**config.mk**
```make
export PLATFORM = sky130hd
export DESIGN_NAME = wb_arbiter
export DESIGN_NICKNAME = d
export VERILOG_FILES = /design/src/rtl/wb_arbiter.sv
export SDC_FILE = /design/constraint.sdc
export NUM_CORES = 1
export LEC_CHECK = 0
export BUFFER_PORTS_ARGS = -buffer_cell sky130_fd_sc_hd__buf_2
export CAP_MARGIN = 20
export CELL_PAD_IN_SITES_DETAIL_PLACEMENT = 0
export CELL_PAD_IN_SITES_GLOBAL_PLACEMENT = 1
export CORE_MARGIN = 1.5
export CORE_UTILIZATION = 43
export DETAILED_ROUTE_END_ITERATION = 8
export GPL_ROUTABILITY_DRIVEN = 0
export MAX_ROUTING_LAYER = met4
export PLACE_DENSITY = 0.89
export SYNTH_ARGS = -nofsm -noshare
export SYNTH_HDL_FRONTEND = slang
export SYNTH_SLANG_ARGS = --single-unit
export TNS_END_PERCENT = 20
```
**constraint.sdc**
```tcl
create_clock -name clk -period 3.41 [get_ports clk]
set_input_delay 0.682 -clock clk [delete_from_list [all_inputs] [get_ports clk]]
set_output_delay 0.682 -clock clk [all_outputs]
set_load 0.05 [all_outputs]
```
**src/rtl/wb_arbiter.sv**
```systemverilog
// Write-back arbiter: merges single-cycle ALU results with buffered late
// (load/divide) results into one register-file write port, and tracks
// pending late destinations so ID can stall on RAW/WAW hazards.

`ifndef XLEN
`define XLEN 32
`endif
`ifndef RF_AWIDTH
`define RF_AWIDTH 5
`endif
`ifndef RF_SIZE
`define RF_SIZE 32
`endif

module wb_arbiter #(
  parameter int LATE_DEPTH = 2
) (
  input  logic                  clk,
  input  logic                  rst_n,
  input  logic                  exe2wb_valid_i,
  input  logic [`RF_AWIDTH-1:0] exe2wb_rd_addr_i,
  input  logic [`XLEN-1:0]      exe2wb_rd_data_i,
  input  logic                  lsu2wb_valid_i,
  input  logic [`RF_AWIDTH-1:0] lsu2wb_rd_addr_i,
  input  logic [`XLEN-1:0]      lsu2wb_rd_data_i,
  output logic                  wb2lsu_ready_o,
  input  logic                  id2wb_issue_i,
  input  logic [`RF_AWIDTH-1:0] id2wb_issue_rd_i,
  input  logic [`RF_AWIDTH-1:0] id2wb_rs1_addr_i,
  input  logic [`RF_AWIDTH-1:0] id2wb_rs2_addr_i,
  input  logic [`RF_AWIDTH-1:0] id2wb_rd_addr_i,
  output logic                  wb2id_stall_o,
  output logic                  wb2rf_rd_wr_req_o,
  output logic [`RF_AWIDTH-1:0] wb2rf_rd_addr_o,
  output logic [`XLEN-1:0]      wb2rf_rd_data_o
);

  localparam int PW = (LATE_DEPTH > 1) ? $clog2(LATE_DEPTH) : 1;
  localparam int CW = $clog2(LATE_DEPTH + 1);
  localparam logic [CW-1:0] DEPTH_C = CW'(LATE_DEPTH);

  logic [`RF_AWIDTH-1:0] late_addr [LATE_DEPTH];
  logic [`XLEN-1:0]      late_data [LATE_DEPTH];
  logic [PW-1:0]         rd_ptr;
  logic [PW-1:0]         wr_ptr;
  logic [CW-1:0]         count;
  logic [`RF_SIZE-1:0]   pending;
  logic [`RF_SIZE-1:0]   pending_next;
  logic                  push;
  logic                  pop;
  logic [`RF_AWIDTH-1:0] head_addr;
  logic [`XLEN-1:0]      head_data;

  // ready depends only on the registered count, so it never loops back through LSU logic
  assign wb2lsu_ready_o = (count < DEPTH_C);
  assign push           = lsu2wb_valid_i && wb2lsu_ready_o;
  assign pop            = !exe2wb_valid_i && (count != '0);
  assign head_addr      = late_addr[rd_ptr];
  assign head_data      = late_data[rd_ptr];

  // Late-result storage; contents are only meaningful between the pointers, so no reset
  always_ff @(posedge clk) begin
    if (push) begin
      late_addr[wr_ptr] <= lsu2wb_rd_addr_i;
      late_data[wr_ptr] <= lsu2wb_rd_data_i;
    end
  end

  // FIFO pointers and occupancy; pointers wrap naturally because depth is a power of two
  always_ff @(posedge clk or negedge rst_n) begin
    if (!rst_n) begin
      rd_ptr <= '0;
      wr_ptr <= '0;
      count  <= '0;
    end else begin
      if (push) wr_ptr <= wr_ptr + 1'b1;
      if (pop)  rd_ptr <= rd_ptr + 1'b1;
      case ({push, pop})
        2'b10:   count <= count + 1'b1;
        2'b01:   count <= count - 1'b1;
        default: count <= count;
      endcase
    end
  end

  // Registered RF write port: ALU wins, otherwise drain the oldest late result
  always_ff @(posedge clk or negedge rst_n) begin
    if (!rst_n) begin
      wb2rf_rd_wr_req_o <= 1'b0;
      wb2rf_rd_addr_o   <= '0;
      wb2rf_rd_data_o   <= '0;
    end else if (exe2wb_valid_i) begin
      wb2rf_rd_wr_req_o <= 1'b1;
      wb2rf_rd_addr_o   <= exe2wb_rd_addr_i;
      wb2rf_rd_data_o   <= exe2wb_rd_data_i;
    end else if (pop) begin
      wb2rf_rd_wr_req_o <= 1'b1;
      wb2rf_rd_addr_o   <= head_addr;
      wb2rf_rd_data_o   <= head_data;
    end else begin
      wb2rf_rd_wr_req_o <= 1'b0;
    end
  end

  // Next pending set: clear on pop first, then apply issue so a same-cycle re-issue stays set
  always_comb begin
    pending_next = pending;
    if (pop) pending_next[head_addr] = 1'b0;
    if (id2wb_issue_i && (id2wb_issue_rd_i != '0)) pending_next[id2wb_issue_rd_i] = 1'b1;
  end

  // Scoreboard register holding destinations with a late result still outstanding
  always_ff @(posedge clk or negedge rst_n) begin
    if (!rst_n) pending <= '0;
    else        pending <= pending_next;
  end

  // Hazard detect against the instruction in ID; x0 never causes a stall
  always_comb begin
    wb2id_stall_o = ((id2wb_rs1_addr_i != '0) && pending[id2wb_rs1_addr_i]) ||
                    ((id2wb_rs2_addr_i != '0) && pending[id2wb_rs2_addr_i]) ||
                    ((id2wb_rd_addr_i  != '0) && pending[id2wb_rd_addr_i]);
  end

endmodule
```
* Yosys cells after proc, flatten, opt, wreduce, memory -nomap -nowiden
Memory sizes are Yosys's and may differ from the RTL's.
Index checks and enable logic that the tools add are counted.
** Operators by class
- Add/sub/neg operators :: 4
- Magnitude comparators :: 8
- Reduce and logical (&&, ||, !) cells :: 18
- Equal/unequal tests :: 2
- Bitwise logic cells :: 3
- Multiplexer cells :: 21
** Operators with widths (count)
- $mux 32 :: 4
- $and 32x32->32 :: 1
- $not 32->32 :: 1
- $or 32x32->32 :: 1
- $lt 5x6->1 const B :: 5
- $reduce_bool 5->1 :: 4
- $bmux 1 s5 :: 3
- $demux 1 s5 :: 2
- $ge 5x1->1 const B :: 2
- $mux 5 :: 2
- $mux 1 :: 9
- $logic_and 1x1->1 :: 8
- $reduce_bool 2->1 :: 3
- $pmux 2 s2 :: 1
- $add 1x1->1 const B :: 2
- $add 2x1->2 const B :: 1
- $eq 2x1->1 const B :: 1
- $eq 2x2->1 const B :: 1
- $logic_or 1x1->1 :: 2
- $lt 2x2->1 const B :: 1
- $sub 2x1->2 const B :: 1
- $logic_not 1->1 :: 1
** Storage, ports and cells
- Memories kept :: 2
- Word-level logic and storage cells :: 65
- Output and inout bits :: 40
- Bits in registers :: 74
- Bits in writable memories :: 74
** Memory list
- late_data :: depth 2, width 32, read ports 1, clocked after Yosys merged registers in 0, write ports 1, line 43 : logic [`XLEN-1:0] late_data [LATE_DEPTH];
- late_addr :: depth 2, width 5, read ports 1, clocked after Yosys merged registers in 0, write ports 1, line 42 : logic [`RF_AWIDTH-1:0] late_addr [LATE_DEPTH];

* Logic depth before layout (Yosys ltp)
An unclocked memory read counts as a cell.
- Depth in word-level cells :: 10
- Gate-level depth with buffers :: 8
- Mapped depth without buffers :: 6

* Worst setup path before layout
Ideal clock, no wire load.
- Path kind :: input to output
- Start :: in id2wb_rs1_addr_i[0]
- End :: out wb2id_stall_o
- Slack :: 0.411 ns
- Stages on the path :: 5
- Data required time :: 2.728 ns
- Path buffers :: 1
- Arrival :: 2.317 ns
- Path through :: buf_6 -> mux4_1 -> mux4_2 -> nand2_1 -> nand4_1
** Between the ends
- Longest elaborated chain between the ends :: 5
- Elaborated cells on any way between the ends :: 6
- Classes of those cells :: mux (2); reduce/logical (4)
** Ends and longest elaborated chain
- start: declaration :: line 29 : input logic [`RF_AWIDTH-1:0] id2wb_rs1_addr_i,
- $bmux 1 s5 :: line 120 : wb2id_stall_o = ((id2wb_rs1_addr_i != '0) && pending[id2wb_rs1_addr_i]) ||
- $mux 1 (not written as such) :: line 120
- $logic_and 1x1->1 * :: line 120
- $logic_or 1x1->1 * :: line 120
- $logic_or 1x1->1 * :: line 121 : ((id2wb_rs2_addr_i != '0) && pending[id2wb_rs2_addr_i]) ||
- end: declaration :: line 32 : output logic wb2id_stall_o,
Every way passes the cells marked *; elsewhere a longest branch is shown, timed or not. The select of a mux whose other input is x is not followed.

* Final worst setup path
- Start :: in id2wb_rs2_addr_i[0]
- End :: out wb2id_stall_o
** Between the ends
- Longest elaborated chain between the ends :: 5
- Elaborated cells on any way between the ends :: 6
- Classes of those cells :: mux (2); reduce/logical (4)
** Ends and longest elaborated chain
- start: declaration :: line 30 : input logic [`RF_AWIDTH-1:0] id2wb_rs2_addr_i,
- $bmux 1 s5 :: line 121
- $mux 1 (not written as such) :: line 121
- $logic_and 1x1->1 * :: line 121
- $logic_or 1x1->1 * :: line 120
- $logic_or 1x1->1 * :: line 121
Marks and branches as above.

==> run summary <==
Ports -> 139
GR met2 Demand/Resource -> 33.3%
Clock Power Share -> 27.3%
Synth-to-Final Area Change -> 22.5%
commonest non-fill, non-tap cell in the layout -> buf_2
CTS root buf -> clkbuf_16
Crit path arrival time -> 2.41 ns
Core Rows -> 45
WL final -> 16,000 um
Die ar. -> 0.0161 mm2
core area -> 0.0151 mm2
total CTS buffers -> 17
Clock Path Buffers -> 2
top post-synthesis cells by area -> edfxtp_1 34%, dfrtp_1 28%, o21ai_0 7.7%
Post-Synthesis Cells -> 546
fmax -> 0.323 GHz
hold buffer count at cts -> 0
path type of the worst setup path -> input port to output port
setup repair bufs after CTS -> 0
Mapped Area -> 0.00660 mm2
TritonCTS clock tree -> yes
Sw Ratio -> 37.0%
hold slack -> 0.417 ns
internal power -> 4530 uW
n_diodes -> 0
endpoints failing hold -> 0
clock sink count -> 147
die height -> 127 um
Final WS setup -> 0.315 ns
Layout Skew -> 0.00979 ns
Setup-failing EPs final -> 0
Logic pwr share -> 33.1%
area of the multi-input gates -> 0.00241 mm2
setup TNS -> 0 ns
layout cells sized above 1 -> 28.7%
Detail Route Antenna Nets -> 0
DP HPWL -> 11,300 um
wire per inst -> 18.2 um
net switching power -> 2660 uW
most frequent cells in the layout -> 137 x buf_2, 102 x o21ai_0, 74 x edfxtp_1, 72 x dfrtp_1, 63 x nand2_1
Skew-Pair Late Insertion Delay -> 0.41 ns
top_reg_cell synth -> edfxtp_1
Final Cycle Share -> 90.8%
DRC -> 0
initial antenna violation count -> 0
sequential fraction of the synthesis area -> 61.3%
Synth area leader -> edfxtp_1
GR peak layer -> met2
Total GRT Usage -> 21.4%
synth warn -> 0
Setup crit end kind -> output port
Max VDD drop -> 0.000469 V
top-area cell type share of the netlist area -> 33.7%
GRT met1 Usage -> 27.1%
Async SR Flop Fraction -> 49.7%
clock transition at the registers of the reported paths -> 0.06 ns
GRT met3 Usage -> 6.16%
fin util -> 53.6%
outcome -> finished clean
Max Cap Viol -> 0
Die Wd -> 127 um
Lkg Pwr -> 0.00337 uW
Worst Path Required -> 2.73 ns
Tmin final -> 3.10 ns
crit start category -> input port
Initial Util -> 43.7%
via count -> 4,916
max-slew violations -> 0
Syn Area/Cell -> 12.1 um2
worst hold path class -> input port to async pin
Seq. cell area -> 0.00405 mm2
largest net degree at the start of global routing -> 74
first-pass GRT wire length -> 26,000 um
Least-Margin Pin Slew -> 0.954 ns
final global-route overflow total -> 0
#FFs+latches synth -> 147
Filler Cell Count -> 1,312
post-DR vias/cell -> 5.60
Setup WS pre-CTS -> 0.386 ns
syn nets -> 646
Pwr per Cell Area -> 890 mW/mm2
max_slew headroom -> 36.4%
H-tree depth -> 4
Seq pwr share -> 39.6%
number of flops mapped to enable cells by yosys -> 74
dpl cells -> 846
CP Max Fanout -> 8
drt first-iter violations -> 283
Synth cell types -> 42
first-pass iteration count of the detailed router -> 6
PortBufs -> 138
unrepaired setup endpoints after global routing -> false
vias in the first global route -> 5,151
final std cells w/o fill -> 878
Final #Nets -> 777
quantity of gates resized following cts -> 0
## state kept, by name, indices dropped and copies added, names as in the netlist
register,flops
count,2
late_addr,10
late_data,64
pending,31
rd_ptr,1
wb2rf_rd_addr_o,5
wb2rf_rd_data_o,32
wb2rf_rd_wr_req_o,1
wr_ptr,1
## critical path: stages
cell       delay, ns
buf_2           0.18
mux4_2          0.35
nor2_1          0.04
a2111oi_0       0.64
a211oi_1        0.11
nand4_1         0.14
buf_2           0.27
## power by group through the flow
stage	clock network [uW]	logic (uW)	registers, uW
after floorplan	0	1380	3150
after global placement	0	2330	2840
after detailed placement	0	2390	2860
after CTS	1990	2400	2830
after global routing	2080	2620	2900
final	1970	2380	2850
## logic make-up after synthesis
group,Yosys count,synth area share (%)
AND/OR/NAND/NOR,140,9.27
XOR/XNOR,5,0.663
AO/OA/AOI/OAI,152,12.3
multiplexers,67,13.9
adder cells (fa/ha/maj),1,0.190
flip-flops,147,61.3
buffers and inverters,34,2.39
## final timing paths
| path | depth (start not counted) | slack, ns | from | endpoint |
|---|---|---|---|---|
| setup / recovery | 7 | 0.31 | id2wb_rs2_addr_i[0] | wb2id_stall_o |
| hold / removal | 1 | 0.42 | rst_n | wb2rf_rd_data_o[26] |
| setup reg to reg | 5 | 1.30 | rd_ptr | pending[25] |
| hold reg to reg | 1 | 0.55 | wr_ptr | wr_ptr |
| max in group asynchronous | 1 | 2.32 | rst_n | rd_ptr |
| min in group clk | 1 | 0.46 | lsu2wb_rd_data_i[29] | late_data[1][29] |
## cell type report
| class | instances | area share [%] |
|---|---|---|
| sequential | 147 | 50.1 |
| multi-input combinational | 365 | 29.8 |
| timing repair buffer | 142 | 8.94 |
| clock buffer | 28 | 7.44 |
| tap | 188 | 2.91 |
| clock inverter | 4 | 0.634 |
| inverter | 4 | 0.186 |
## metrics by stage
| step | power (uW) | cell area (um2) |
|---|---|---|
| after detailed placement | 5250 | 7430 |
| after global placement | 5170 | 7430 |
| final | 7200 | 8090 |
| after CTS | 7220 | 8090 |
| after global routing | 7600 | 8090 |
| after floorplan | 4530 | 6600 |
## cells in the mapped netlist (all sizes together), types with 2 or more instances
master / number
a21oi: 32
or2: 2
nand2: 63
inv: 4
buf: 16
dfrtp: 73
clkbuf: 14
o21ai: 104
a221oi: 2
edfxtp: 74
nand2b: 5
a2111oi: 5
nor2: 43
nand3: 4
mux4: 18
and3: 2
mux2: 6
nand4: 2
xnor2: 4
nor4: 2
mux2i: 43
nor2b: 10
a211oi: 5
## metal layers
layer	wire length (um)	part of all wire [%]
met4	222	1.4
met2	7600	48
met1	6740	42
met5	0	0
met3	1400	8.8
(Power assumes the default switching activity.)
